===== src/rtl/alu_req_arbiter.sv =====
// Round-robin front end that shares one ALU datapath between NUM_REQ requesters.
// Optional macro ALU_ARB_CMD_CHECK_EN: illegal commands are answered with an error and never issued.

module alu_req_arbiter #(
   parameter int NUM_REQ = 4,
   parameter int DW      = 8,
   parameter int CW      = 4,
   parameter int ALU_LAT = 1
) (
   input  logic                       clk,
   input  logic                       rst_n,
   input  logic [NUM_REQ-1:0]         req_valid,
   output logic [NUM_REQ-1:0]         req_ready,
   input  logic [NUM_REQ*DW-1:0]      req_opa,
   input  logic [NUM_REQ*DW-1:0]      req_opb,
   input  logic [NUM_REQ*CW-1:0]      req_cmd,
   input  logic [NUM_REQ-1:0]         req_mode,
   input  logic [NUM_REQ-1:0]         req_cin,
   input  logic [NUM_REQ*2-1:0]       req_inp_valid,
   output logic                       alu_ce,
   output logic [DW-1:0]              alu_opa,
   output logic [DW-1:0]              alu_opb,
   output logic [CW-1:0]              alu_cmd,
   output logic                       alu_mode,
   output logic                       alu_cin,
   output logic [1:0]                 alu_inp_valid,
   input  logic [2*DW-1:0]            alu_res,
   input  logic                       alu_cout,
   input  logic                       alu_oflow,
   input  logic                       alu_g,
   input  logic                       alu_e,
   input  logic                       alu_l,
   input  logic                       alu_err,
   output logic                       rsp_valid,
   input  logic                       rsp_ready,
   output logic [$clog2(NUM_REQ)-1:0] rsp_id,
   output logic [2*DW-1:0]            rsp_res,
   output logic                       rsp_cout,
   output logic                       rsp_oflow,
   output logic                       rsp_g,
   output logic                       rsp_e,
   output logic                       rsp_l,
   output logic                       rsp_err
);

   localparam int IW = $clog2(NUM_REQ);

   typedef enum logic [1:0] {
      IDLE  = 2'd0,
      ISSUE = 2'd1,
      WAIT  = 2'd2,
      RESP  = 2'd3
   } state_t;

   state_t                 state_r;
   logic [IW-1:0]          ptr_r;
   logic [IW-1:0]          id_r;
   logic [1:0]             cnt_r;

   logic [2*NUM_REQ-1:0]   dbl_s;
   logic [NUM_REQ-1:0]     rot_s;
   int                     off_s;
   int                     sum_s;
   logic                   hit_s;
   logic [IW-1:0]          win_s;
   logic [NUM_REQ-1:0]     grant_s;
   logic                   legal_s;

   logic [DW-1:0]          win_opa_s;
   logic [DW-1:0]          win_opb_s;
   logic [CW-1:0]          win_cmd_s;
   logic                   win_mode_s;
   logic                   win_cin_s;
   logic [1:0]             win_inp_valid_s;

`ifdef ALU_ARB_CMD_CHECK_EN
   function automatic logic cmd_legal(input logic mode, input logic [CW-1:0] cmd);
      logic ok;
      if (mode) begin
         ok = (32'(cmd) <= 32'd10);
      end else begin
         ok = (32'(cmd) <= 32'd13);
      end
      return ok;
   endfunction
`endif

   // Rotate the request vector so ptr sits at bit 0; the lowest set bit is the winner.
   always_comb begin
      dbl_s = {req_valid, req_valid};
      rot_s = NUM_REQ'(dbl_s >> ptr_r);
      off_s = 0;
      for (int k = NUM_REQ - 1; k >= 0; k--) begin
         off_s = rot_s[k] ? k : off_s;
      end
      sum_s = int'(ptr_r) + off_s;
      win_s = (sum_s >= NUM_REQ) ? IW'(sum_s - NUM_REQ) : IW'(sum_s);
      hit_s = |req_valid;
   end

   // Select the winner's operation fields from the packed request buses.
   always_comb begin
      win_opa_s       = {DW{1'b0}};
      win_opb_s       = {DW{1'b0}};
      win_cmd_s       = {CW{1'b0}};
      win_mode_s      = 1'b0;
      win_cin_s       = 1'b0;
      win_inp_valid_s = 2'b00;
      for (int i = 0; i < NUM_REQ; i++) begin
         win_opa_s       = (win_s == IW'(i)) ? req_opa[i*DW +: DW]     : win_opa_s;
         win_opb_s       = (win_s == IW'(i)) ? req_opb[i*DW +: DW]     : win_opb_s;
         win_cmd_s       = (win_s == IW'(i)) ? req_cmd[i*CW +: CW]     : win_cmd_s;
         win_mode_s      = (win_s == IW'(i)) ? req_mode[i]             : win_mode_s;
         win_cin_s       = (win_s == IW'(i)) ? req_cin[i]              : win_cin_s;
         win_inp_valid_s = (win_s == IW'(i)) ? req_inp_valid[i*2 +: 2] : win_inp_valid_s;
      end
   end

   // One-hot grant, only in IDLE; held low while reset is asserted.
   always_comb begin
      grant_s = {NUM_REQ{1'b0}};
      for (int i = 0; i < NUM_REQ; i++) begin
         grant_s[i] = rst_n & hit_s & (state_r == IDLE) & (win_s == IW'(i));
      end
`ifdef ALU_ARB_CMD_CHECK_EN
      legal_s = cmd_legal(win_mode_s, win_cmd_s);
`else
      legal_s = 1'b1;
`endif
   end

   assign req_ready = grant_s;

   // Arbitration FSM with registered ALU drive and response outputs.
   always_ff @(posedge clk or negedge rst_n) begin
      if (!rst_n) begin
         state_r       <= IDLE;
         ptr_r         <= {IW{1'b0}};
         id_r          <= {IW{1'b0}};
         cnt_r         <= 2'd0;
         alu_ce        <= 1'b0;
         alu_opa       <= {DW{1'b0}};
         alu_opb       <= {DW{1'b0}};
         alu_cmd       <= {CW{1'b0}};
         alu_mode      <= 1'b0;
         alu_cin       <= 1'b0;
         alu_inp_valid <= 2'b00;
         rsp_valid     <= 1'b0;
         rsp_id        <= {IW{1'b0}};
         rsp_res       <= {(2*DW){1'b0}};
         rsp_cout      <= 1'b0;
         rsp_oflow     <= 1'b0;
         rsp_g         <= 1'b0;
         rsp_e         <= 1'b0;
         rsp_l         <= 1'b0;
         rsp_err       <= 1'b0;
      end else begin
         case (state_r)
            IDLE: begin
               if (hit_s && legal_s) begin
                  id_r          <= win_s;
                  alu_opa       <= win_opa_s;
                  alu_opb       <= win_opb_s;
                  alu_cmd       <= win_cmd_s;
                  alu_mode      <= win_mode_s;
                  alu_cin       <= win_cin_s;
                  alu_inp_valid <= win_inp_valid_s;
                  alu_ce        <= 1'b1;
                  state_r       <= ISSUE;
               end else if (hit_s) begin
                  // Rejected command: answer straight away, ALU inputs untouched.
                  id_r      <= win_s;
                  rsp_valid <= 1'b1;
                  rsp_id    <= win_s;
                  rsp_res   <= {(2*DW){1'b0}};
                  rsp_cout  <= 1'b0;
                  rsp_oflow <= 1'b0;
                  rsp_g     <= 1'b0;
                  rsp_e     <= 1'b0;
                  rsp_l     <= 1'b0;
                  rsp_err   <= 1'b1;
                  state_r   <= RESP;
               end else begin
                  state_r <= IDLE;
               end
            end
            ISSUE: begin
               alu_ce  <= 1'b0;
               cnt_r   <= 2'(ALU_LAT - 1);
               state_r <= WAIT;
            end
            WAIT: begin
               if (cnt_r == 2'd0) begin
                  rsp_valid <= 1'b1;
                  rsp_id    <= id_r;
                  rsp_res   <= alu_res;
                  rsp_cout  <= alu_cout;
                  rsp_oflow <= alu_oflow;
                  rsp_g     <= alu_g;
                  rsp_e     <= alu_e;
                  rsp_l     <= alu_l;
                  rsp_err   <= alu_err;
                  state_r   <= RESP;
               end else begin
                  cnt_r <= cnt_r - 2'd1;
               end
            end
            RESP: begin
               if (rsp_ready) begin
                  rsp_valid <= 1'b0;
                  ptr_r     <= (id_r == IW'(NUM_REQ - 1)) ? {IW{1'b0}} : id_r + IW'(1);
                  state_r   <= IDLE;
               end else begin
                  state_r <= RESP;
               end
            end
            default: begin
               alu_ce    <= 1'b0;
               rsp_valid <= 1'b0;
               state_r   <= IDLE;
            end
         endcase
      end
   end

endmodule

===== config.mk =====
export PLATFORM = sky130hd
export DESIGN_NAME = alu_req_arbiter
export DESIGN_NICKNAME = d
export VERILOG_FILES = /design/src/rtl/alu_req_arbiter.sv
export SDC_FILE = /design/constraint.sdc
export NUM_CORES = 1
export LEC_CHECK = 0
export BUFFER_PORTS_ARGS = -buffer_cell sky130_fd_sc_hd__buf_2
export CAP_MARGIN = 25
export CORE_UTILIZATION = 46
export CTS_CLUSTER_SIZE = 24
export DETAILED_ROUTE_END_ITERATION = 6
export PLACE_DENSITY_LB_ADDON = 0.08
export REMOVE_ABC_BUFFERS = 1
export SLEW_MARGIN = 20
export SYNTH_ARGS = -nofsm -noshare
export SYNTH_HDL_FRONTEND = slang
export SYNTH_SLANG_ARGS = --single-unit
export TNS_END_PERCENT = 100

===== constraint.sdc =====
create_clock -name clk -period 2.7 [get_ports clk]
set_input_delay 0.405 -clock clk [delete_from_list [all_inputs] [get_ports clk]]
set_output_delay 0.405 -clock clk [all_outputs]
set_load 0.005 [all_outputs]

==> out/metrics.csv, run 1 <==
metric,value,unit
maximum VDD drop,0.000619,V
Final ANT Viol Nets,0,
top-count cell post-synth,dfrtp_1,
# rows,31,
H-tree depth,3,
Final nets,656,
Area Growth Syn to Fin,38.7,%
Die X,88.7,um
CORE AREA,7250,um^2
GRT overflow,0,
Post-synth EDFFs,0,
layout cells sized above 1,0.469,
GRT Overall Usage,0.246,
Iteration-0 DRC Markers,109,
clock root buffer,clkbuf_8,
vias in the first global route,3228,
largest net degree at the start of global routing,49,
CP Data Required Time,2.30,ns
die area,7870,um^2
async set or reset register ratio after synthesis,1.00,
CP Launch Type,register,
Pleak,2.51,nW
"Reg clk slew, reported paths",0.07,ns
Pwr Density,1100,nW/um^2
fmax,376,MHz
synth top area cells,"dfrtp_1 (42%), and3_1 (8.9%), a31oi_1 (8.7%)",
Post-Syn Area,3460,um^2
Initial Util,0.477,
warning count from the yosys run,0,
post-synthesis sequential area ratio,0.420,
hpwl dp,7070,um
Yosys top cell by area,dfrtp_1,
IO Port Bufs,178,
final setup TNS,0,ns
CP endpoint kind,output pin,
Net Sw Frac,0.379,
I/O pins,179,
final worst slack,0.0412,ns
final hold violation count,0,
CP Class,register to output pin,
drc violations,0,
latest clock arrival within the worst-skew pair,0.32,ns
CTS tree,yes,
min Tclk post-route,2.66,ns
Logic pwr share,0.533,
"flops & latches, synth",58,
period utilization,0.985,
CP peak stage delay,0.46,ns
Slew @ Worst Pin,0.948,ns
Rel. slew slack,0.368,
CP arrival,2.25,ns
NetSw,0.00200,W
status,completed,
Clk pwr share,0.168,
most frequent cells after synthesis,"dfrtp_1 (58), and3_1 (49), a31oi_1 (48), nand2_1 (34), mux2_2 (26)",
cell internal pwr,0.00327,W
ys flop type,dfrtp_1,
crit-path max FO,6,
drt total wl,9970,um
Num CTS Buffers,9,
DR vias/cell,5.59,
DR vias,3540,
initial antenna violation count,1,
RSZ-0062 raised after global routing,true,
Synth cell types,35,
max cap viols,0,
Gate Count Post-Synth,354,
Max Buffers Root-to-Sink,2,
Avg Synthesized Cell Area,9.77,um^2
wire per inst,15.7,um
HP Class,primary input to register,
dpl ws,-0.0277,ns
routability congestion estimate,0.778,
post-synth top area share,0.420,
crit-path cells,nand2_2 -> a2bb2oi_2 -> o221ai_2 -> o21a_1 -> ha_4 -> xor2_4 -> xnor2_4 -> nor3b_4 -> buf_2,
Num Clock Sinks,58,
fillers,615,
Vert. Die Dim,88.7,um
setup violators final,0,
first-pass iteration count of the detailed router,4,
fin. max-slew vios,0,
first-pass GRT wire length,14800,um
Reg power frac,0.299,
Final Skew,0.00523,ns
Worst path slowest cell,dfrtp_2,
-- power by group through the flow --
| stage | Sequential (W) | Clock, W | Combinational [W] |
|---|---|---|---|
| after global placement | 0.00156 | 0 | 0.00261 |
| after floorplan | 0.00159 | 0 | 0.00156 |
| after global routing | 0.00163 | 0.000951 | 0.00308 |
| after detailed placement | 0.00157 | 0 | 0.00268 |
| after CTS | 0.00157 | 0.000906 | 0.00279 |
| final | 0.00157 | 0.000887 | 0.00281 |
-- final cells by class --
cell class              instances  area, um^2  area share
clock inverters                 5        77.6      0.0162
flip-flops and latches         58        1450       0.303
clock buffers                  11         141      0.0295
diodes                          1        2.50    0.000522
inverters                       7        26.3     0.00548
multi-input cells             255        1910       0.398
repair buffers                197        1060       0.221
well taps                      99         124      0.0258
-- worst max-delay path, delay by kind of cell (launching register included) --
kind | cells | cell delay (ns)
AO/OA/AOI/OAI | 3 | 0.39
XOR/XNOR | 2 | 0.40
adder cells (fa/ha/maj) | 1 | 0.16
buffers and inverters | 1 | 0.16
flip-flops | 1 | 0.46
AND/OR/NAND/NOR | 2 | 0.37
-- logic make-up after synthesis --
group | count (synthesis) | synth area share
AO/OA/AOI/OAI | 93 | 0.189
adder cells (fa/ha/maj) | 3 | 0.0109
AND/OR/NAND/NOR | 106 | 0.163
multiplexers | 51 | 0.157
buffers and inverters | 41 | 0.0536
flip-flops | 58 | 0.420
XOR/XNOR | 2 | 0.00724
-- through the flow --
step	cell area, um^2	std cells	hold slack (ns)	utilization	total power [W]
finish	4800	633	0.309	0.661	0.00527
global route	4800	633	0.296	0.661	0.00566
CTS	4770	631	0.298	0.657	0.00527
detailed placement	4470	613	0.357	0.617	0.00425
global placement	4470	613	0.352	0.617	0.00416
floorplan	3300	320	0.109	-	0.00314
-- state kept, by name (all words and copies together) (netlist names), 2 cells and up --
register       cells
rsp_res           16
id_r               2
state_r            2
cnt_r              2
alu_cmd            4
rsp_id             2
alu_opa            8
alu_inp_valid      2
alu_opb            8
ptr_r              2
-- repair_timing --
item / 4_1_cts / 5_1_grt
buffers inserted: 2 / 1
hold buffers: 1 / 0
pin swaps: 5 / 2
setup endpoints to repair: 3 / 3
resized for setup: 9 / 4
endpoints found under the hold margin: 6 / 0
-- layout by cell type (no fill, tap or decap), types with 2 or more instances in the layout --
master and count:
or3_1 2, nor3_1 5, a31oi_1 48, mux2i_1 25, bufinv_16 2, clkinv_2 2
o2111ai_1 24, and3_1 49, clkbuf_8 10, dfrtp_1 57, o21ai_0 4, buf_2 178
a21oi_1 7, buf_12 2, nor2b_1 3, inv_1 7, buf_4 16, nand3_1 2
nand2_1 33, ha_1 2, nor2_1 4, o21a_1 3, nor3_2 2, mux2_2 26
-- layer usage --
layer,track usage,vias up,wire length (um)
met5,0,-,0
met4,0.113,0,259
met3,0.0504,20,612
met2,0.431,151,5040
met1,0.288,1666,4060
li1,-,1703,-
-- final timing paths --
check	from	slack, ns	cells after the start	end
setup / recovery	ptr_r[1]$_DFFE_PN0P_	0.04	9	req_ready[3]
hold reg to reg	alu_opb[7]$_DFFE_PN0P_	0.49	2	alu_opb[7]$_DFFE_PN0P_
hold / removal	alu_res[9]	0.31	2	rsp_res[9]$_DFFE_PN0P_
setup reg to reg	ptr_r[1]$_DFFE_PN0P_	0.23	12	alu_opa[0]$_DFFE_PN0P_
min in group asynchronous	rst_n	0.54	2	alu_cmd[2]$_DFFE_PN0P_
max in group asynchronous	rst_n	1.39	3	rsp_res[10]$_DFFE_PN0P_
No activity file was read; power rests on OpenSTA's default activity.
==> inputs of run 2 (changes only) <==
--- a/config.mk
+++ b/config.mk
@@ -7,11 +7,13 @@
 export LEC_CHECK = 0
 export BUFFER_PORTS_ARGS = -buffer_cell sky130_fd_sc_hd__buf_2
 export CAP_MARGIN = 25
-export CORE_UTILIZATION = 46
+export CORE_UTILIZATION = 49
 export CTS_CLUSTER_SIZE = 24
 export DETAILED_ROUTE_END_ITERATION = 6
+export MAX_ROUTING_LAYER = met4
 export PLACE_DENSITY_LB_ADDON = 0.08
 export REMOVE_ABC_BUFFERS = 1
+export SKIP_LAST_GASP = 1
 export SLEW_MARGIN = 20
 export SYNTH_ARGS = -nofsm -noshare
 export SYNTH_HDL_FRONTEND = slang
==> constraint.sdc (replaced) <==
create_clock -name clk -period 3.1 [get_ports clk]
set_input_delay 0.465 -clock clk [delete_from_list [all_inputs] [get_ports clk]]
set_output_delay 0.465 -clock clk [all_outputs]
set_load 0.005 [all_outputs]
==> run 2 against run 1 <==
Non-clock buffer count shrank 1. Clock power fell by 23%. Die area fell by 6.0%. Clock skew up 0.0060 ns. Count of clock-buffer cells in the layout shrank 2. Power shrank 16%. Flip-flop and latch count is the same. Cell area shrank 2.7%. Via count up 0.79%. Worst hold slack worse by 0.28 ns. First-iteration DRC count increased by 34%. Utilization increased by 2.6 points. Critical path type unchanged.
==> out/metrics.csv, run 2 (synthesis results as in run 1) <==
metric,value,unit
met1 usage,0.334,
Diodes inserted,0,
largest net degree at the start of global routing,49,
r2r setup slk,0.56,ns
FF/Latch Area,1450,um^2
R2R Path End,alu_opb[4]$_DFFE_PN0P_,
maximum VDD drop,0.000342,V
busiest layer in global routing,met2,
fillers,566,
"most used cell, CP",buf_4,
Reg2Reg Depth,12,
GR Util met2,0.449,
HP Class,primary input to asynchronous set/reset pin,
Die X,86.0,um
setup violators final,0,
worst hold margin,0.0249,ns
GRT Overall Usage,0.272,
Post-Place Cell Area,4440,um^2
CP Launch Point,ptr_r[1]$_DFFE_PN0P_,
die area,7400,um^2
DR vias/cell,5.68,
"most common cell after layout, fill and taps aside",buf_2,
drt total wl,9770,um
Final Skew,0.0113,ns
CP arrival,2.45,ns
"Reg clk slew, reported paths",0.08,ns
latest clock arrival within the worst-skew pair,0.33,ns
Rel. slew slack,0.600,
DR vias,3568,
final setup TNS,0,ns
I/O pins,179,
fin. max-slew vios,0,
status,completed,
largest reg by FF count,rsp_res,
Initial Util,0.509,
area of the multi-input gates,1840,um^2
routability congestion estimate,0.793,
CORE AREA,6790,um^2
Critical Path Stages,11,
most frequent cells in the layout,"buf_2 (178), dfrtp_1 (57), and3_1 (49)",
initial antenna violation count,0,
first-pass GRT wire length,15300,um
R2R Path Start,ptr_r[1]$_DFFE_PN0P_,
clock root buffer,clkbuf_8,
IO Port Bufs,178,
Worst path slowest cell,dfrtp_2,
# hold bufs at CTS,0,
Pwr Density,952,nW/um^2
min Tclk post-route,2.92,ns
Buf/Inv on CP,3,
Regs by FF count,"rsp_res x16, alu_opa x8, alu_opb x8",
fmax,343,MHz
vias in the first global route,3255,
max cap viols,0,
CP Class,register to output pin,
drc violations,0,
Vert. Die Dim,86.0,um
crit-path cells,nand2_1 -> a2bb2oi_1 -> o221ai_1 -> o21a_1 -> ha_1 -> xor2_1 -> buf_4 -> xnor2_4 -> buf_4 -> nor2b_1 -> buf_2,
Area Growth Syn to Fin,35.0,%
CP peak stage delay,0.43,ns
wire per inst,15.6,um
period utilization,0.941,
Largest register FFs,16,
CTS tree,yes,
# rows,30,
Slew @ Worst Pin,0.600,ns
first-pass iteration count of the detailed router,5,
Pleak,2.47,nW
CP Data Required Time,2.63,ns
Critical Path Sink,req_ready[2],
Num CTS Buffers,9,
crit-path max FO,7,
H-tree depth,3,
M3 GR Usage,0.0674,
GRT overflow,0,
CP Launch Type,register,
"delay-heaviest family, CP",buffers and inverters,
Max Buffers Root-to-Sink,2,
Power Total,0.00444,W
hpwl dp,6890,um
Iteration-0 DRC Markers,146,
final hold violation count,0,
Final ANT Viol Nets,0,
Num Clock Sinks,58,
Final nets,655,
CP endpoint kind,output pin,
layout cells sized above 1,0.455,
post-route cell area,4670,um^2
run 2: cell types whose count changed in the layout (fill, tap and decap cells not counted), sizes merged:
cell | before | now
clkinvlp | 1 | 4
clkbuf | 11 | 9
dlygate4sd3 | 1 | 0
diode | 1 | 0
bufinv | 2 | 1
run 2: power by group:
part	total (W)	internal (W)	switching, W
sequential	0.00137	0.00113	0.000236
combinational	0.00240	0.00122	0.00118
clock	0.000680	0.000367	0.000313
run 2: what timing repair did:
| item | in CTS | in global routing |
|---|---|---|
| endpoints found under the setup margin | 0 | 2 |
| setup buffers | 0 | 5 |
| gates resized for setup | 0 | 1 |
run 2: how the worst min path moves through the flow:
stage | startpoint | end | cells past startpoint
finish | rst_n | alu_opb[6]$_DFFE_PN0P_ | 1
global route | rst_n | alu_opb[1]$_DFFE_PN0P_ | 1
CTS | rst_n | alu_mode$_DFFE_PN0P_ | 1
detailed placement | rst_n | id_r[1]$_DFFE_PN0P_ | 1
global placement | rst_n | id_r[1]$_DFFE_PN0P_ | 1
floorplan | rst_n | alu_ce$_DFFE_PN0P_ | 0
run 2: area by class of cell:
type | count | share of cell area
multi-input combinational | 255 | 0.393
sequential | 58 | 0.311
timing repair buffer | 196 | 0.222
clock buffer | 9 | 0.0265
tap | 96 | 0.0257
clock inverter | 7 | 0.0150
inverter | 7 | 0.00563
run 2: worst register-to-register path: stages (launching register included):
cell	delay, ns
dfrtp_2	0.43
nand2_1	0.09
a2bb2oi_1	0.16
o221ai_1	0.12
o21a_1	0.13
ha_1	0.18
xor2_1	0.14
buf_4	0.16
xnor2_4	0.28
buf_4	0.17
buf_4	0.20
mux2i_1	0.23
o2111ai_1	0.12
run 2: through the flow:
| stage | util | instances | worst slack, ns |
|---|---|---|---|
| 6_report | 0.687 | 628 | 0.181 |
| 5_1_grt | 0.687 | 628 | -0.00168 |
| 4_1_cts | 0.681 | 623 | 0.0782 |
| 3_5_place_dp | 0.653 | 607 | 0.307 |
| 3_3_place_gp | 0.653 | 607 | 0.359 |
| 2_1_floorplan | - | 320 | -0.903 |
run 2: per-layer routing:
metal	wire (um)	vias up
met5	0	-
met4	99	0
met3	688	12
met2	4860	156
met1	4120	1701
li1	-	1699
==> inputs of run 3 (changes only) <==
--- a/config.mk
+++ b/config.mk
@@ -11,7 +11,7 @@
 export CTS_CLUSTER_SIZE = 24
 export DETAILED_ROUTE_END_ITERATION = 6
 export MAX_ROUTING_LAYER = met4
-export PLACE_DENSITY_LB_ADDON = 0.08
+export PLACE_DENSITY = 0.87
 export REMOVE_ABC_BUFFERS = 1
 export SKIP_LAST_GASP = 1
 export SLEW_MARGIN = 20
==> run 3 against run 2 <==
Register-to-register slack got worse by 0.11 ns. Sequential share of layout area decreased by 0.091 points. Count of clock-buffer cells in the layout increased by 4. Die area unchanged. Final cell count decreased by 0.96%. Via count increased by 0.90%. Flip-flop and latch count unchanged. Clock power increased by 15%. Maximum frequency increased by 2.3%. Power increased by 1.8%. Utilization increased by 0.20 points. Global-route usage increased by 1.7 points. Critical endpoint is now req_ready[3]. Largest power group unchanged.
==> out/metrics.csv, run 3 (synthesis results as in run 1) <==
metric,value,unit
status,completed,
drc violations,0,
max cap viols,0,
Area Growth Syn to Fin,35.4,%
Num Clock Sinks,58,
CTS tree,yes,
fmax,350,MHz
Vert. Die Dim,86.0,um
largest reg by FF count,rsp_res,
fin. max-slew vios,0,
final hold violation count,0,
CP Data Required Time,2.63,ns
first-pass iteration count of the detailed router,5,
Net Sw Frac,0.382,
latest clock arrival within the worst-skew pair,0.33,ns
cell internal pwr,0.00280,W
drt total wl,10300,um
hpwl dp,7200,um
Pwr Density,966,nW/um^2
placed cells,603,
Max Buffers Root-to-Sink,2,
Logic pwr share,0.520,
Slew @ Worst Pin,0.573,ns
Diodes inserted,0,
HP Class,primary input to asynchronous set/reset pin,
"Reg clk slew, reported paths",0.07,ns
Regs by FF count,"rsp_res x16, alu_opa x8, alu_opb x8",
DR vias,3600,
initial antenna violation count,0,
final worst slack,0.246,ns
Rel. slew slack,0.618,
CP Class,register to output pin,
Num CTS Buffers,9,
H-tree depth,3,
DR vias/cell,5.79,
Pleak,2.47,nW
Final nets,650,
Final Skew,0.00816,ns
dpl ws,0.271,ns
GRT overflow,0,
IO Port Bufs,178,
Final ANT Viol Nets,0,
clock root buffer,clkbuf_8,
final non-filler cell total,622,
"most common cell after layout, fill and taps aside",buf_2,
NetSw,0.00173,W
I/O pins,179,
largest net degree at the start of global routing,49,
min Tclk post-route,2.85,ns
first-pass GRT wire length,16400,um
CP arrival,2.39,ns
RSZ-0062 raised after global routing,false,
FF/Latch Area,1450,um^2
# hold bufs at CTS,0,
CP endpoint kind,output pin,
Die X,86.0,um
routability congestion estimate,0.819,
layout cells sized above 1,0.447,
period utilization,0.921,
crit-path max FO,8,
setup violators final,0,
area of the multi-input gates,1860,um^2
Reg power frac,0.307,
Initial Util,0.509,
fillers,552,
CORE AREA,6790,um^2
Iteration-0 DRC Markers,179,
wire per inst,16.5,um
vias in the first global route,3611,
CP Launch Type,register,
GRT Overall Usage,0.289,
die area,7400,um^2
post-layout util,0.689,
Clk pwr share,0.172,
most frequent cells in the layout,"buf_2 (178), dfrtp_1 (57), and3_1 (49)",
# rows,30,
maximum VDD drop,0.000361,V
Largest register FFs,16,
worst hold margin,0.112,ns
[run 3: through the flow]
step	total power (W)	TNS [ns]	instance area, um^2
finish	0.00452	0	4680
global route	0.00481	0	4680
CTS	0.00443	0	4620
detailed placement	0.00363	0	4410
global placement	0.00351	0	4410
floorplan	0.00274	-22.13	3300
[run 3: layout make-up]
class | count | share of cell area
Clock inverter | 2 | 0.0128
Sequential cell | 58 | 0.310
Inverter | 7 | 0.00561
Clock buffer | 13 | 0.0339
Multi-Input combinational cell | 255 | 0.396
Timing Repair Buffer | 191 | 0.215
Tap cell | 96 | 0.0257
[run 3: path summary, 6_finish.rpt]
check                                         end  slack (ns)            startpoint  cells after the start
min reg2reg                  alu_mode$_DFFE_PN0P_        0.50  alu_mode$_DFFE_PN0P_                      2
max                                  req_ready[3]        0.25  ptr_r[1]$_DFFE_PN0P_                      9
max in group asynchronous    ptr_r[1]$_DFFE_PN0P_        2.07                 rst_n                      2
min                        alu_cmd[3]$_DFFE_PN0P_        0.11                 rst_n                      1
min in group clk           rsp_res[1]$_DFFE_PN0P_        0.37            alu_res[1]                      2
max reg2reg                alu_opb[3]$_DFFE_PN0P_        0.45  ptr_r[1]$_DFFE_PN0P_                     11
[run 3: power by group through the flow]
stage               clock network [W]  logic [W]  registers (W)
detailed placement                  0    0.00225        0.00138
global placement                    0    0.00215        0.00136
global route                 0.000823    0.00255        0.00143
CTS                          0.000797    0.00225        0.00138
floorplan                           0    0.00136        0.00138
finish                       0.000780    0.00235        0.00139
[run 3: critical path: stages, from the launching register on]
cell       delay (ns)
dfrtp_2          0.48
nand2_1          0.10
a2bb2oi_1        0.16
o221ai_1         0.13
o21a_1           0.14
ha_1             0.24
xor2_4           0.20
xnor2_4          0.28
nor3b_1          0.21
buf_2            0.14
[run 3: timing repair]
item	4_1_cts	5_1_grt
resized for setup	0	3
buffers inserted	0	3
endpoints found under the setup margin	0	4
[run 3: routing by layer]
metal / track usage / part of all wire / up-vias
met2: 0.504 / 0.54 / 148
met3: 0.0683 / 0.061 / 10
met5: - / 0 / -
met4: 0.0864 / 0.011 / 0
met1: 0.330 / 0.39 / 1755
li1: - / - / 1687
